### src/rtl/riscv_multicycle_ctrl.sv
// riscv_multicycle_ctrl
//   Multi-cycle control FSM for an RV32I-subset datapath. It sequences
//   FETCH -> DECODE -> EXEC -> (MEM) -> (WB) and drives every datapath strobe.
//   One memory port is shared by instruction fetch and data access. The block
//   counts retired instructions. It enters a sticky TRAP state on an illegal
//   encoding or when a memory request times out.
//
//   Memory handshake: while mem_req=1 the request is held unchanged. The memory
//   completes it in the cycle where mem_ready=1. mem_ready is ignored whenever
//   mem_req=0. If the request is still pending after MEM_TIMEOUT cycles the
//   FSM traps.
//
// Ports
//   clk, reset            clock; synchronous active-high reset
//   instr[31:0]           instruction register contents (stable DECODE..end)
//   alu_zero              ALU result == 0 (used by branches in EXEC)
//   mem_ready             memory completes the current request this cycle
//   mem_req/mem_sel/mem_we  memory request, address select (0 PC, 1 ALU), store
//   ir_write              load IR from memory read data
//   pc_write/pc_src       PC update enable; 0 = PC+4, 1 = branch target
//   reg_write/wb_sel      write rd; 0 = ALU result, 1 = memory read data
//   alu_src_b/alu_op[3:0] ALU operand B select (1 = imm) and operation
//   trap                  sticky error flag (registered)
//   state[2:0]            FSM state (registered): 0 FETCH 1 DECODE 2 EXEC 3 MEM 4 WB 7 TRAP
//   retired[CNT_W-1:0]    retired-instruction count (registered, wraps)
module riscv_multicycle_ctrl #(
  parameter int MEM_TIMEOUT = 15,
  parameter int CNT_W       = 16
) (
  input  logic             clk,
  input  logic             reset,
  input  logic [31:0]      instr,
  input  logic             alu_zero,
  input  logic             mem_ready,
  output logic             mem_req,
  output logic             mem_sel,
  output logic             mem_we,
  output logic             ir_write,
  output logic             pc_write,
  output logic             pc_src,
  output logic             reg_write,
  output logic             wb_sel,
  output logic             alu_src_b,
  output logic [3:0]       alu_op,
  output logic             trap,
  output logic [2:0]       state,
  output logic [CNT_W-1:0] retired
);

  typedef enum logic [2:0] {
    S_FETCH  = 3'd0,
    S_DECODE = 3'd1,
    S_EXEC   = 3'd2,
    S_MEM    = 3'd3,
    S_WB     = 3'd4,
    S_TRAP   = 3'd7
  } state_t;

  localparam logic [3:0] ALU_ADD  = 4'd0;
  localparam logic [3:0] ALU_SUB  = 4'd1;
  localparam logic [3:0] ALU_AND  = 4'd2;
  localparam logic [3:0] ALU_OR   = 4'd3;
  localparam logic [3:0] ALU_XOR  = 4'd4;
  localparam logic [3:0] ALU_SLL  = 4'd5;
  localparam logic [3:0] ALU_SRL  = 4'd6;
  localparam logic [3:0] ALU_SRA  = 4'd7;
  localparam logic [3:0] ALU_SLT  = 4'd8;
  localparam logic [3:0] ALU_SLTU = 4'd9;

  // The wait counter holds (wait cycle number - 1), so it spans 0..MEM_TIMEOUT-1.
  localparam int WAIT_W = (MEM_TIMEOUT < 2) ? 1 : $clog2(MEM_TIMEOUT);
  localparam logic [WAIT_W-1:0] WAIT_LAST = WAIT_W'(MEM_TIMEOUT - 1);

  state_t             state_q, state_d;
  logic [WAIT_W-1:0]  wait_cnt;
  logic               wait_inc;
  logic               retire_inc;
  logic               trap_q;
  logic [CNT_W-1:0]   retired_q;

  // ---------------- decode ----------------
  logic [6:0] opcode;
  logic [2:0] fn3;
  logic       f7b;
  logic       is_r, is_i, is_load, is_store, is_beq, is_bne, is_branch, legal;
  logic       rd_nonzero;
  logic [3:0] alu_func;
  logic       unused_instr_bits;

  assign opcode     = instr[6:0];
  assign fn3        = instr[14:12];
  assign f7b        = instr[30];
  assign rd_nonzero = (instr[11:7] != 5'd0);

  assign is_r      = (opcode == 7'b0110011);
  assign is_i      = (opcode == 7'b0010011);
  assign is_load   = (opcode == 7'b0000011) && (fn3 == 3'b010);
  assign is_store  = (opcode == 7'b0100011) && (fn3 == 3'b010);
  assign is_beq    = (opcode == 7'b1100011) && (fn3 == 3'b000);
  assign is_bne    = (opcode == 7'b1100011) && (fn3 == 3'b001);
  assign is_branch = is_beq | is_bne;
  assign legal     = is_r | is_i | is_load | is_store | is_branch;

  // Register operands and immediate bits are consumed by the datapath only.
  assign unused_instr_bits = ^{instr[31], instr[29:15]};

  // ALU function for R/I-type. Only R-type uses f7b to pick SUB; I-type 000
  // is always ADD because bit 30 is part of its immediate there.
  always_comb begin
    alu_func = ALU_ADD;
    case (fn3)
      3'b000: alu_func = (is_r && f7b) ? ALU_SUB : ALU_ADD;
      3'b001: alu_func = ALU_SLL;
      3'b010: alu_func = ALU_SLT;
      3'b011: alu_func = ALU_SLTU;
      3'b100: alu_func = ALU_XOR;
      3'b101: alu_func = f7b ? ALU_SRA : ALU_SRL;
      3'b110: alu_func = ALU_OR;
      default: alu_func = ALU_AND;
    endcase
  end

  // ---------------- next state / strobes ----------------
  always_comb begin
    state_d    = state_q;
    wait_inc   = 1'b0;
    retire_inc = 1'b0;
    mem_req    = 1'b0;
    mem_sel    = 1'b0;
    mem_we     = 1'b0;
    ir_write   = 1'b0;
    pc_write   = 1'b0;
    pc_src     = 1'b0;
    reg_write  = 1'b0;
    wb_sel     = 1'b0;
    alu_src_b  = 1'b0;
    alu_op     = ALU_ADD;

    // Reset suppresses every strobe, including a completion in the same cycle.
    if (!reset) begin
      case (state_q)
        S_FETCH: begin
          mem_req = 1'b1;
          if (mem_ready) begin
            ir_write = 1'b1;
            state_d  = S_DECODE;
          end else if (wait_cnt == WAIT_LAST) begin
            state_d = S_TRAP;
          end else begin
            wait_inc = 1'b1;
          end
        end

        S_DECODE: begin
          state_d = legal ? S_EXEC : S_TRAP;
        end

        S_EXEC: begin
          if (is_branch) begin
            alu_op     = ALU_SUB;
            pc_write   = 1'b1;
            pc_src     = (is_beq & alu_zero) | (is_bne & ~alu_zero);
            retire_inc = 1'b1;
            state_d    = S_FETCH;
          end else if (is_load || is_store) begin
            alu_op    = ALU_ADD;
            alu_src_b = 1'b1;
            state_d   = S_MEM;
          end else begin
            alu_op    = alu_func;
            alu_src_b = is_i;
            state_d   = S_WB;
          end
        end

        S_MEM: begin
          mem_req   = 1'b1;
          mem_sel   = 1'b1;
          mem_we    = is_store;
          alu_op    = ALU_ADD;
          alu_src_b = 1'b1;
          if (mem_ready) begin
            if (is_store) begin
              pc_write   = 1'b1;
              retire_inc = 1'b1;
              state_d    = S_FETCH;
            end else begin
              state_d = S_WB;
            end
          end else if (wait_cnt == WAIT_LAST) begin
            state_d = S_TRAP;
          end else begin
            wait_inc = 1'b1;
          end
        end

        S_WB: begin
          reg_write  = rd_nonzero;
          wb_sel     = is_load;
          alu_op     = (is_r || is_i) ? alu_func : ALU_ADD;
          alu_src_b  = is_i;
          pc_write   = 1'b1;
          retire_inc = 1'b1;
          state_d    = S_FETCH;
        end

        S_TRAP: state_d = S_TRAP;

        default: state_d = S_FETCH;
      endcase
    end
  end

  // ---------------- state registers ----------------
  always_ff @(posedge clk) begin
    if (reset) begin
      state_q   <= S_FETCH;
      wait_cnt  <= '0;
      trap_q    <= 1'b0;
      retired_q <= '0;
    end else begin
      state_q <= state_d;
      // Any cycle that does not stay waiting clears the counter, so every
      // entry into FETCH or MEM starts counting from zero.
      if (wait_inc) wait_cnt <= wait_cnt + 1'b1;
      else          wait_cnt <= '0;
      if (state_d == S_TRAP) trap_q <= 1'b1;
      if (retire_inc) retired_q <= retired_q + 1'b1;
    end
  end

  assign state   = state_q;
  assign trap    = trap_q;
  assign retired = retired_q;

endmodule

### config.mk
export PLATFORM = sky130hd
export DESIGN_NAME = riscv_multicycle_ctrl
export DESIGN_NICKNAME = d
export VERILOG_FILES = /design/src/rtl/riscv_multicycle_ctrl.sv
export SDC_FILE = /design/constraint.sdc
export NUM_CORES = 1
export LEC_CHECK = 0
export BUFFER_PORTS_ARGS = -buffer_cell sky130_fd_sc_hd__buf_2
export CORE_ASPECT_RATIO = 1.5
export CORE_MARGIN = 2
export CORE_UTILIZATION = 42
export CTS_CLUSTER_SIZE = 24
export DETAILED_ROUTE_END_ITERATION = 8
export GPL_TIMING_DRIVEN = 0
export PLACE_DENSITY_LB_ADDON = 0.2
export SLEW_MARGIN = 20
export SYNTH_ARGS = -nofsm -noshare
export SYNTH_HDL_FRONTEND = slang
export SYNTH_SLANG_ARGS = --single-unit
### constraint.sdc
create_clock -name clk -period 1.9 [get_ports clk]
set_clock_uncertainty 0.05 [all_clocks]
set_input_delay 0.38 -clock clk [delete_from_list [all_inputs] [get_ports clk]]
set_output_delay 0.38 -clock clk [all_outputs]
set_load 0.02 [all_outputs]
# --- Yosys cells after proc, flatten, opt, wreduce, memory -nomap -nowiden ---
# Cells that the tools add are included.
op_classes:
  n_reduce_logical: 12
  n_bitwise: 10
  eq_ne: 18
  n_mux: 46
  n_addsub: 2
ops:
  columns: ["cell", "n"]
  rows:
  - ["1-bit 2-to-1 mux", 29]
  - ["4-bit one-hot mux with 7 select lines", 1]
  - ["3-bit 2-to-1 mux", 8]
  - ["3-bit == test (second input constant)", 6]
  - ["16-bit by 1-bit adder with 16-bit output (second input constant)", 1]
  - ["4-bit 2-to-1 mux", 4]
  - ["3-bit one-hot mux with 5 select lines", 1]
  - ["7-bit by 6-bit == test with 1-bit output (second input constant)", 2]
  - ["3-bit by 2-bit == test with 1-bit output (second input constant)", 4]
  - ["4-bit one-hot mux with 2 select lines", 1]
  - ["7-bit by 2-bit == test with 1-bit output (second input constant)", 1]
  - ["7-bit by 5-bit == test with 1-bit output (second input constant)", 1]
  - ["7-bit == test (second input constant)", 1]
  - ["3-bit by 1-bit == test with 1-bit output (second input constant)", 2]
  - ["3-bit zero test", 2]
  - ["1-bit OR", 6]
  - ["1-bit one-hot mux with 3 select lines", 2]
  - ["1-bit logical AND", 5]
  - ["5-bit nonzero test", 1]
  - ["4-bit by 1-bit adder with 4-bit output (second input constant)", 1]
  - ["4-bit == test (second input constant)", 1]
  - ["2-bit OR reduction", 2]
  - ["1-bit AND", 2]
  - ["1-bit logical OR", 2]
  - ["1-bit inverter", 2]
totals:
  ff_bits: 24
  output_inout_bits: 33

# --- Logic depth before layout (Yosys ltp) ---
# Gate-level depths: netlist (run 1).
depth:
  ltp_word: 9
  ltp_mapped: 8
  ltp_nobuf: 8

# --- Least setup slack after synthesis (run 1) ---
# OpenSTA, ideal clock, no wires.
synth_path:
  path_type: "input port to output port"
  startpoint: "input instr[2]"
  endpoint: "output alu_op[0]"
  n_path_buf: 0
  setup_slack_ps: -346
  t_arrival_ps: 1816
  t_required_ps: 1470
  cell_stages: 6
  cell_sequence: "nand4bb_1 -> or3_4 -> nor2_1 -> o31ai_1 -> a211o_1 -> a21oi_1"
synth_via:
  elab_chain_len: 8
  elab_cells_between_ends: 20
  cone_classes: "eq/ne: 5; mux: 7; bitwise: 1; reduce/logical: 7"
synth_lines:
  columns: ["item", "line", "source"]
  rows:
  - ["from (decl)", "32", "input logic [31:0] instr,"]
  - ["7-bit by 6-bit == test with 1-bit output", "95", "assign is_r = (opcode == 7'b0110011);"]
  - ["1-bit logical AND", "112", "3'b000: alu_func = (is_r && f7b) ? ALU_SUB : ALU_ADD;"]
  - ["1-bit 2-to-1 mux", "112", null]
  - ["4-bit one-hot mux with 7 select lines", "111", "case (fn3)"]
  - ["4-bit 2-to-1 mux", "165", "end else if (is_load || is_store) begin"]
  - ["4-bit 2-to-1 mux", "159", "if (is_branch) begin"]
  - ["4-bit one-hot mux with 2 select lines *", "141", "case (state_q)"]
  - ["4-bit 2-to-1 mux *", "140", "if (!reset) begin"]
  - ["to (decl)", "44", "output logic [3:0] alu_op,"]
# Every way passes the cells marked *; elsewhere a longest branch is shown, timed or not.

# --- Worst setup path in the final report (run 1) ---
layout_path:
  startpoint: "input instr[6]"
  endpoint: "output alu_op[2]"
layout_via:
  elab_chain_len: 7
  elab_cells_between_ends: 17
  cone_classes: "eq/ne: 5; mux: 5; bitwise: 1; reduce/logical: 6"
layout_lines:
  columns: ["item", "line"]
  rows:
  - ["7-bit by 2-bit == test with 1-bit output / 7-bit by 6-bit == test with 1-bit output (equally long branches)", "97, 98"]
  - ["1-bit logical AND, on equally long branches", "97, 98"]
  - ["1-bit logical OR", "165"]
  - ["4-bit 2-to-1 mux", "165"]
  - ["4-bit 2-to-1 mux", "159"]
  - ["4-bit one-hot mux with 2 select lines *", "141"]
  - ["4-bit 2-to-1 mux *", "140"]
# Marks and branches as above.

==> impl_metrics.yaml, run 1 <==
status:
  status: "complete, but fails checks"
  violations: "setup timing"
power:
  p_per_area_mw_per_mm2: 607
  ir_drop_uv: 509
  power_leakage_uw: 0.00104
synthesis:
  yosys-top-cells-area: "dfxtp_1, xor2_1, nor2_1, nand3_1, and3_1"
  synth_edf_count: 0
  synthFlopType: "dfxtp_1"
  yosysWarnings: 0
  synth_nets: 226
  synth_area_sq_mm: 0.00152
  postSynthCellCount: 187
  async_flop_share: 0
  avgSynthCellArea_sq_um: 8.11
  synth_top_area_cell: "dfxtp_1"
  synth_cell_type_count: 49
  synth-seq-cells: 24
  yosys.area.top_type_share: 0.317
  seq_area_frac_synth: 0.317
global_routing:
  grt_remaining_overflow: 0
  grt_pass1_vias: 1628
  grt_max_degree: 13
  grt_pass1_wl_microns: 7160
  antenna_found_initial: 0
  grtUsageTotal: 0.227
setup_path:
  crit_path_end_kind: "output port"
  path_delay_family: "simple AND/OR/NAND/NOR gates"
  cp.required_ns: 1.47
  crit_type: "in2out"
  cpPeakStageDelay_ns: 0.39
  crit_arrival_ns: 1.81
  cp_slowest_cell: "a311o_1"
  crit_fanout: 3
  crit_path_start_kind: "input port"
  cp_cell_sequence: "buf_8, and4bb_2, a311o_1, o22ai_1, nand2b_1, nor3_4, buf_6"
  critPathBufInv: 2
clock_network:
  cts_tree: "yes"
  clock_latency_ns: 0.26
  clock_path_buffers: 2
  root_buffer: "clkbuf_8"
  clk_pin_slew_ns: 0.07
  h-tree-depth: 1
  clock-sinks: 24
  numCtsBuffers: 3
floorplanning:
  initial_core_util: 0.440
  ios: 69
  coreArea_sq_mm: 0.00345
  die_y_microns: 77.6
  die_area_sq_mm: 0.00412
  die_x_microns: 53.1
  rows: 26
route:
  routed_wl_microns: 4460
  vias_per_cell: 5.54
  drc: 0
  drtIter0Drc: 36
  vias: 1668
  drtAntennaViolNets: 0
  drtPass1Iterations: 4
  wl_per_cell_microns: 14.8
cells_and_area:
  antenna_cells: 0
  layout_commonest_cell: "buf_2"
  fin_nets: 300
  area_growth_pct: 56.2
  drive_above_1_share: 0.467
  stdcell_count: 301
  finish.instance_area_sq_mm: 0.00237
  fill_cells: 281
  layout_common_cells: "buf_2, nor2_1, buf_4"
job:
  maxCapViolCount: 0
min_path:
  hold_path_class: "reg2reg"
placed_design:
  placed_area_sq_mm: 0.00190
  dp_hpwl_microns: 2910
  place_congestion: 0.911
  place_ws_ns: -0.516
  place_inst: 278
  io_buffers: 49
timing:
  setup_viol: 11
  relSlewSlack: 0.639
  tns_ns: -2.10
  rsz0062_at_grt: "yes"
  max_clock_freq_ghz: 0.446
  hold_viol: 0
  min_period_over_period: 1.18
  tightest_slew_ns: 0.541
  drv_slew: 0
  fin_crit_ns: 2.24
  setup_slack_ns: -0.344
layout make-up:
cell class / count / area [sq um] / area share
clock buffer: 3 / 41.3 / 0.0174
multi-input combinational: 146 / 1140 / 0.481
timing repair buffer: 70 / 553 / 0.233
sequential: 24 / 488 / 0.206
tap: 42 / 52.6 / 0.0222
buffer: 10 / 71.3 / 0.0301
inverter: 6 / 22.5 / 0.00951
flip-flops by register name, indices dropped and copies added (netlist names):
signal,flops
retired,16
state,3
trap,1
wait_cnt,4
path summary, 6_finish.rpt:
path               startpoint          end  slack [ns]  cells after the start
hold reg to reg   wait_cnt[0]  wait_cnt[0]        0.42                      1
setup reg to reg     state[2]  retired[11]        0.05                      8
hold / removal    wait_cnt[0]  wait_cnt[0]        0.42                      1
setup / recovery     instr[6]    alu_op[2]       -0.34                      7
per-layer routing:
metal,global-route usage,vias to the layer above,part of all wire
met5,0,-,0
met4,0.115,0,0.044
met3,0.0250,19,0.041
met2,0.424,59,0.55
met1,0.233,771,0.37
li1,-,819,-
cells in the mapped netlist (all sizes together) (2+ instances only):
cell type   n
xnor2       2
nor3b       2
and4bb      2
nor3        5
inv         6
a21oi       5
nand4       6
ha          3
buf         6
and4        4
o211ai      3
o21ai       8
xor2       14
dfxtp      24
a211oi      2
nand2       6
and3        6
a31oi       2
nor2b       6
o31ai       4
clkbuf      5
nand2b      3
nor2       28
nand3b      2
mux2i       2
nand3      13
report_power, final:
group / switching, uW / internal [uW] / total [uW]
sequential: 23.6 / 527 / 551
combinational: 301 / 295 / 596
clock: 151 / 141 / 292
through the flow:
step	hold WS (ns)	total power (uW)	utilization
after floorplan	0.380	846	-
after global placement	0.397	958	0.552
after CTS	0.425	1380	0.660
after detailed placement	0.408	958	0.552
after global routing	0.438	1510	0.687
final	0.425	1440	0.687
cells by family after synthesis:
group           synth area share
compound gates             0.159
xor+xnor                  0.0924
fa+ha+maj                 0.0248
buf+inv                   0.0536
flops                      0.317
mux                       0.0132
simple gates               0.340
what timing repair did:
| item | 4_1_cts | 5_1_grt |
|---|---|---|
| cloned | 0 | 1 |
| pin swaps | 18 | 11 |
| hold buffers | 0 | 0 |
| setup buffers | 18 | 3 |
| endpoints found under the setup margin | 13 | 30 |
| resized for setup | 57 | 21 |
(Power assumes the default switching activity.)
==> inputs of run 2 (changes only) <==
--- a/config.mk
+++ b/config.mk
@@ -8,7 +8,7 @@
 export BUFFER_PORTS_ARGS = -buffer_cell sky130_fd_sc_hd__buf_2
 export CORE_ASPECT_RATIO = 1.5
 export CORE_MARGIN = 2
-export CORE_UTILIZATION = 42
+export CORE_UTILIZATION = 50
 export CTS_CLUSTER_SIZE = 24
 export DETAILED_ROUTE_END_ITERATION = 8
 export GPL_TIMING_DRIVEN = 0
==> constraint.sdc (replaced) <==
create_clock -name clk -period 2.9 [get_ports clk]
set_clock_uncertainty 0.05 [all_clocks]
set_input_delay 0.58 -clock clk [delete_from_list [all_inputs] [get_ports clk]]
set_output_delay 0.58 -clock clk [all_outputs]
set_load 0.02 [all_outputs]
==> impl_metrics.yaml, run 2 (synthesized netlist as in run 1, its figures left out) <==
status:
  status: "finished clean"
setup_path:
  cp.required_ns: 2.27
  crit_end: "alu_op[0]"
  crit_type: "in2out"
  cp_num_cells: 8
  crit_arrival_ns: 2.11
  path_delay_family: "simple AND/OR/NAND/NOR gates"
  critPathBufInv: 2
  r2r-start: "state[0]"
  r2r_cells: 8
  crit_fanout: 5
  rrSetupSlack_ns: 0.94
  cpPeakStageDelay_ns: 0.40
  worstReg2RegEnd: "retired[3]"
  crit_path_start_kind: "input port"
  cp_slowest_cell: "or3_4"
  cp_cell_sequence: "buf_2, nand4bb_1, or3_4, nor2_1, o31ai_1, a211o_1, a21oi_1, buf_2"
  cp_common_cell: "buf_2"
  crit_path_end_kind: "output port"
  startpoint: "instr[2]"
power:
  p_per_area_mw_per_mm2: 438
  p_total_uw: 816
  power_leakage_uw: 0.000853
  ir_drop_uv: 459
job:
  maxCapViolCount: 0
cells_and_area:
  fill_cells: 284
  layout_common_cells: "buf_2, nor2_1, dfxtp_1"
  fin_nets: 280
  antenna_cells: 0
  area_growth_pct: 23.0
  largest_reg_flops: 16
  drive_above_1_share: 0.267
  stdcell_count: 279
  layout_commonest_cell: "buf_2"
clock_network:
  cts_setup_buffers: 0
  numCtsBuffers: 3
  h-tree-depth: 1
  clock-sinks: 24
  clock_latency_ns: 0.25
  clock_path_buffers: 2
  cts_hold_buffers: 0
  clk_pin_slew_ns: 0.08
  cts_tree: "yes"
  root_buffer: "clkbuf_8"
  postCtsResizedCells: 0
route:
  drc: 0
  wl_per_cell_microns: 11.6
  vias: 1484
  routed_wl_microns: 3250
  drtIter0Drc: 48
  drtPass1Iterations: 4
  drtAntennaViolNets: 0
  vias_per_cell: 5.32
global_routing:
  grt_max_degree: 14
  antenna_found_initial: 0
  grtUsageTotal: 0.193
  grt_remaining_overflow: 0
  grt_pass1_wl_microns: 5600
  grt_pass1_vias: 1355
floorplanning:
  die_area_sq_mm: 0.00350
  die_y_microns: 71.5
  die_x_microns: 49.0
  ios: 69
  initial_core_util: 0.521
  rows: 24
  coreArea_sq_mm: 0.00291
placed_design:
  io_buffers: 49
  place_inst: 275
  place_congestion: 0.836
  dp_hpwl_microns: 2590
  place_ws_ns: 0.168
min_path:
  hold_path_class: "reg2reg"
  min-delay-start: "wait_cnt[0]"
timing:
  hold_viol: 0
  tightest_slew_ns: 0.478
  fin_crit_ns: 2.74
  setup_slack_ns: 0.164
  min_period_over_period: 0.943
  relSlewSlack: 0.681
  setup_viol: 0
  drv_slew: 0
  rsz0062_at_grt: "no"
  max_clock_freq_ghz: 0.366
  tns_ns: 0
  fin_hold_ws_ns: 0.415
-- run 2: through the flow --
stage,area (sq um),utilization
3_5_place_dp,1810,0.622
5_1_grt,1870,0.640
2_1_floorplan,1520,-
6_report,1870,0.640
4_1_cts,1870,0.640
3_3_place_gp,1810,0.622
-- run 2: report_power, final --
group	switching (uW)	total (uW)	internal, uW
registers	13.3	356	343
logic	148	246	97.8
clock network	93.2	214	121
-- run 2: layout make-up --
cell class | count | area [sq um] | area share
multi-input cells | 146 | 955 | 0.512
plain buffers | 11 | 58.8 | 0.0315
inverters | 6 | 22.5 | 0.0121
flip-flops and latches | 24 | 480 | 0.258
repair buffers | 49 | 245 | 0.131
clock buffers | 4 | 55.1 | 0.0295
well taps | 39 | 48.8 | 0.0262
-- run 2: worst min-delay path by stage --
stage          cells after the start          end  slack, ns
4_1_cts                            1  wait_cnt[0]       0.42
3_3_place_gp                       1  wait_cnt[0]       0.40
3_5_place_dp                       1  wait_cnt[0]       0.40
5_1_grt                            1   retired[2]       0.45
2_1_floorplan                      1  wait_cnt[0]       0.38
6_report                           1  wait_cnt[0]       0.42
-- run 2: per-layer routing --
layer / part of all wire / track usage
met3: 0.048 / 0.0208
met2: 0.54 / 0.381
met5: 0 / 0
met4: 0.0089 / 0.0286
met1: 0.41 / 0.226
==> inputs of run 3 (changes only) <==
--- a/config.mk
+++ b/config.mk
@@ -5,11 +5,12 @@
 export SDC_FILE = /design/constraint.sdc
 export NUM_CORES = 1
 export LEC_CHECK = 0
+export ABC_AREA = 1
 export BUFFER_PORTS_ARGS = -buffer_cell sky130_fd_sc_hd__buf_2
 export CORE_ASPECT_RATIO = 1.5
 export CORE_MARGIN = 2
 export CORE_UTILIZATION = 50
-export CTS_CLUSTER_SIZE = 24
+export CTS_CLUSTER_SIZE = 8
 export DETAILED_ROUTE_END_ITERATION = 8
 export GPL_TIMING_DRIVEN = 0
 export PLACE_DENSITY_LB_ADDON = 0.2
==> impl_metrics.yaml, run 3 <==
status:
  status: "finished clean"
route:
  drc: 0
  routed_wl_microns: 4340
  vias_per_cell: 5.02
  drtIter0Drc: 23
  drtAntennaViolNets: 0
  vias: 1868
  drtPass1Iterations: 5
  wl_per_cell_microns: 11.7
timing:
  fin_crit_ns: 2.55
  relSlewSlack: 0.555
  hold_viol: 0
  setup_slack_ns: 0.348
  rsz0062_at_grt: "no"
  tightest_slew_ns: 0.667
  setup_viol: 0
  tns_ns: 0
  max_clock_freq_ghz: 0.392
  drv_slew: 0
  min_period_over_period: 0.880
synthesis:
  async_flop_share: 0
  synth_top_area_cell: "dfxtp_1"
  postSynthCellCount: 275
  yosys.area.top_type_share: 0.271
  seq_area_frac_synth: 0.271
  synth_nets: 314
  synth_area_sq_mm: 0.00177
  ys_top_cells_by_count: "nand2_1, nor2_1, inv_1"
  synth_most_common_cell: "nand2_1"
  synthFlopType: "dfxtp_1"
  synth_edf_count: 0
  synth_cell_type_count: 32
  yosysWarnings: 0
  synth-seq-cells: 24
  yosys-top-cells-area: "dfxtp_1, nand2_1, nand3_1, nor2_1, inv_1"
  avgSynthCellArea_sq_um: 6.45
placed_design:
  placed_area_sq_mm: 0.00208
  io_buffers: 51
  place_congestion: 0.882
  place_ws_ns: 0.342
  dp_hpwl_microns: 3520
global_routing:
  grt_remaining_overflow: 0
  grt_max_degree: 14
  grt_pass1_wl_microns: 7360
  antenna_found_initial: 0
  grt_pass1_vias: 1742
  grtUsageTotal: 0.231
min_path:
  hold_path_class: "reg2reg"
  hold_depth: 2
floorplanning:
  coreArea_sq_mm: 0.00342
  ios: 69
  die_y_microns: 76.9
  initial_core_util: 0.519
  die_x_microns: 52.6
  rows: 26
  die_area_sq_mm: 0.00405
clock_network:
  root_buffer: "clkbuf_8"
  clk_pin_slew_ns: 0.08
  clock_latency_ns: 0.27
  clock-sinks: 24
  h-tree-depth: 1
  postCtsResizedCells: 0
  cts_tree: "yes"
  cts_setup_buffers: 0
  cts_hold_buffers: 0
  numCtsBuffers: 3
  clock_path_buffers: 2
setup_path:
  crit_arrival_ns: 1.92
  crit_path_start_kind: "input port"
  crit_type: "in2out"
  crit_path_end_kind: "output port"
  cp.required_ns: 2.27
  r2r_cells: 7
  crit_fanout: 10
power:
  power_leakage_uw: 0.00100
  p_per_area_mw_per_mm2: 563
  ir_drop_uv: 332
cells_and_area:
  finish.instance_area_sq_mm: 0.00214
  area_growth_pct: 20.5
  drive_above_1_share: 0.288
  largest_reg_flops: 16
  multi_input_area_sq_mm: 0.00110
  layout_commonest_cell: "nand2_1"
  seq_area_sq_um: 480
  antenna_cells: 0
  fill_cells: 346
  layout_common_cells: "nand2_1, buf_2, nor2_1"
  fin_nets: 370
job:
  maxCapViolCount: 0
-- run 3: stage by stage --
step / total power, uW / hold WS (ns) / util / std cells
after floorplan: 838 / 0.380 / - / 275
after global placement: 984 / 0.395 / 0.609 / 368
after detailed placement: 989 / 0.406 / 0.609 / 368
after CTS: 1210 / 0.418 / 0.625 / 372
after global routing: 1300 / 0.426 / 0.625 / 372
final: 1200 / 0.412 / 0.625 / 372
-- run 3: kinds of logic after synthesis --
logic type / share of synthesized area
compound gates: 0.117
xor+xnor: 0.0494
fa+ha+maj: 0.0212
buf+inv: 0.110
flops: 0.271
simple gates: 0.431
-- run 3: layer usage --
layer  GRT usage  part of all wire  vias up
met5           0                 0        -
met4      0.0821             0.015        0
met3      0.0156             0.038        6
met2       0.449              0.55       48
met1       0.244              0.39      807
li1            -                 -     1007
-- run 3: path summary, 6_finish.rpt --
path,slack (ns),from,end
max,0.35,instr[14],pc_write
min,0.41,trap,trap
max reg2reg,0.95,retired[0],retired[14]
min reg2reg,0.41,trap,trap
-- run 3: power by group --
group	switching (uW)	leakage (uW)	total (uW)	internal (uW)
combinational	356	0.000779	541	186
sequential	65.4	0.000194	433	368
clock	106	0.0000288	228	121
total	527	0.00100	1200	675
-- run 3: cell type report --
class | instances | share of cell area
multi-input cells | 207 | 0.514
repair buffers | 51 | 0.120
plain buffers | 5 | 0.0205
clock buffers | 4 | 0.0258
inverters | 39 | 0.0709
flip-flops and latches | 24 | 0.225
well taps | 42 | 0.0246
-- run 3: worst max-delay path, stage by stage --
cell,delay [ns]
buf_2,0.12
inv_2,0.09
nand2_2,0.10
nor2_2,0.14
nand3_1,0.09
nor2_1,0.13
a21oi_2,0.09
nand2_2,0.11
nand2_4,0.09
inv_6,0.09
buf_12,0.14
buf_2,0.17
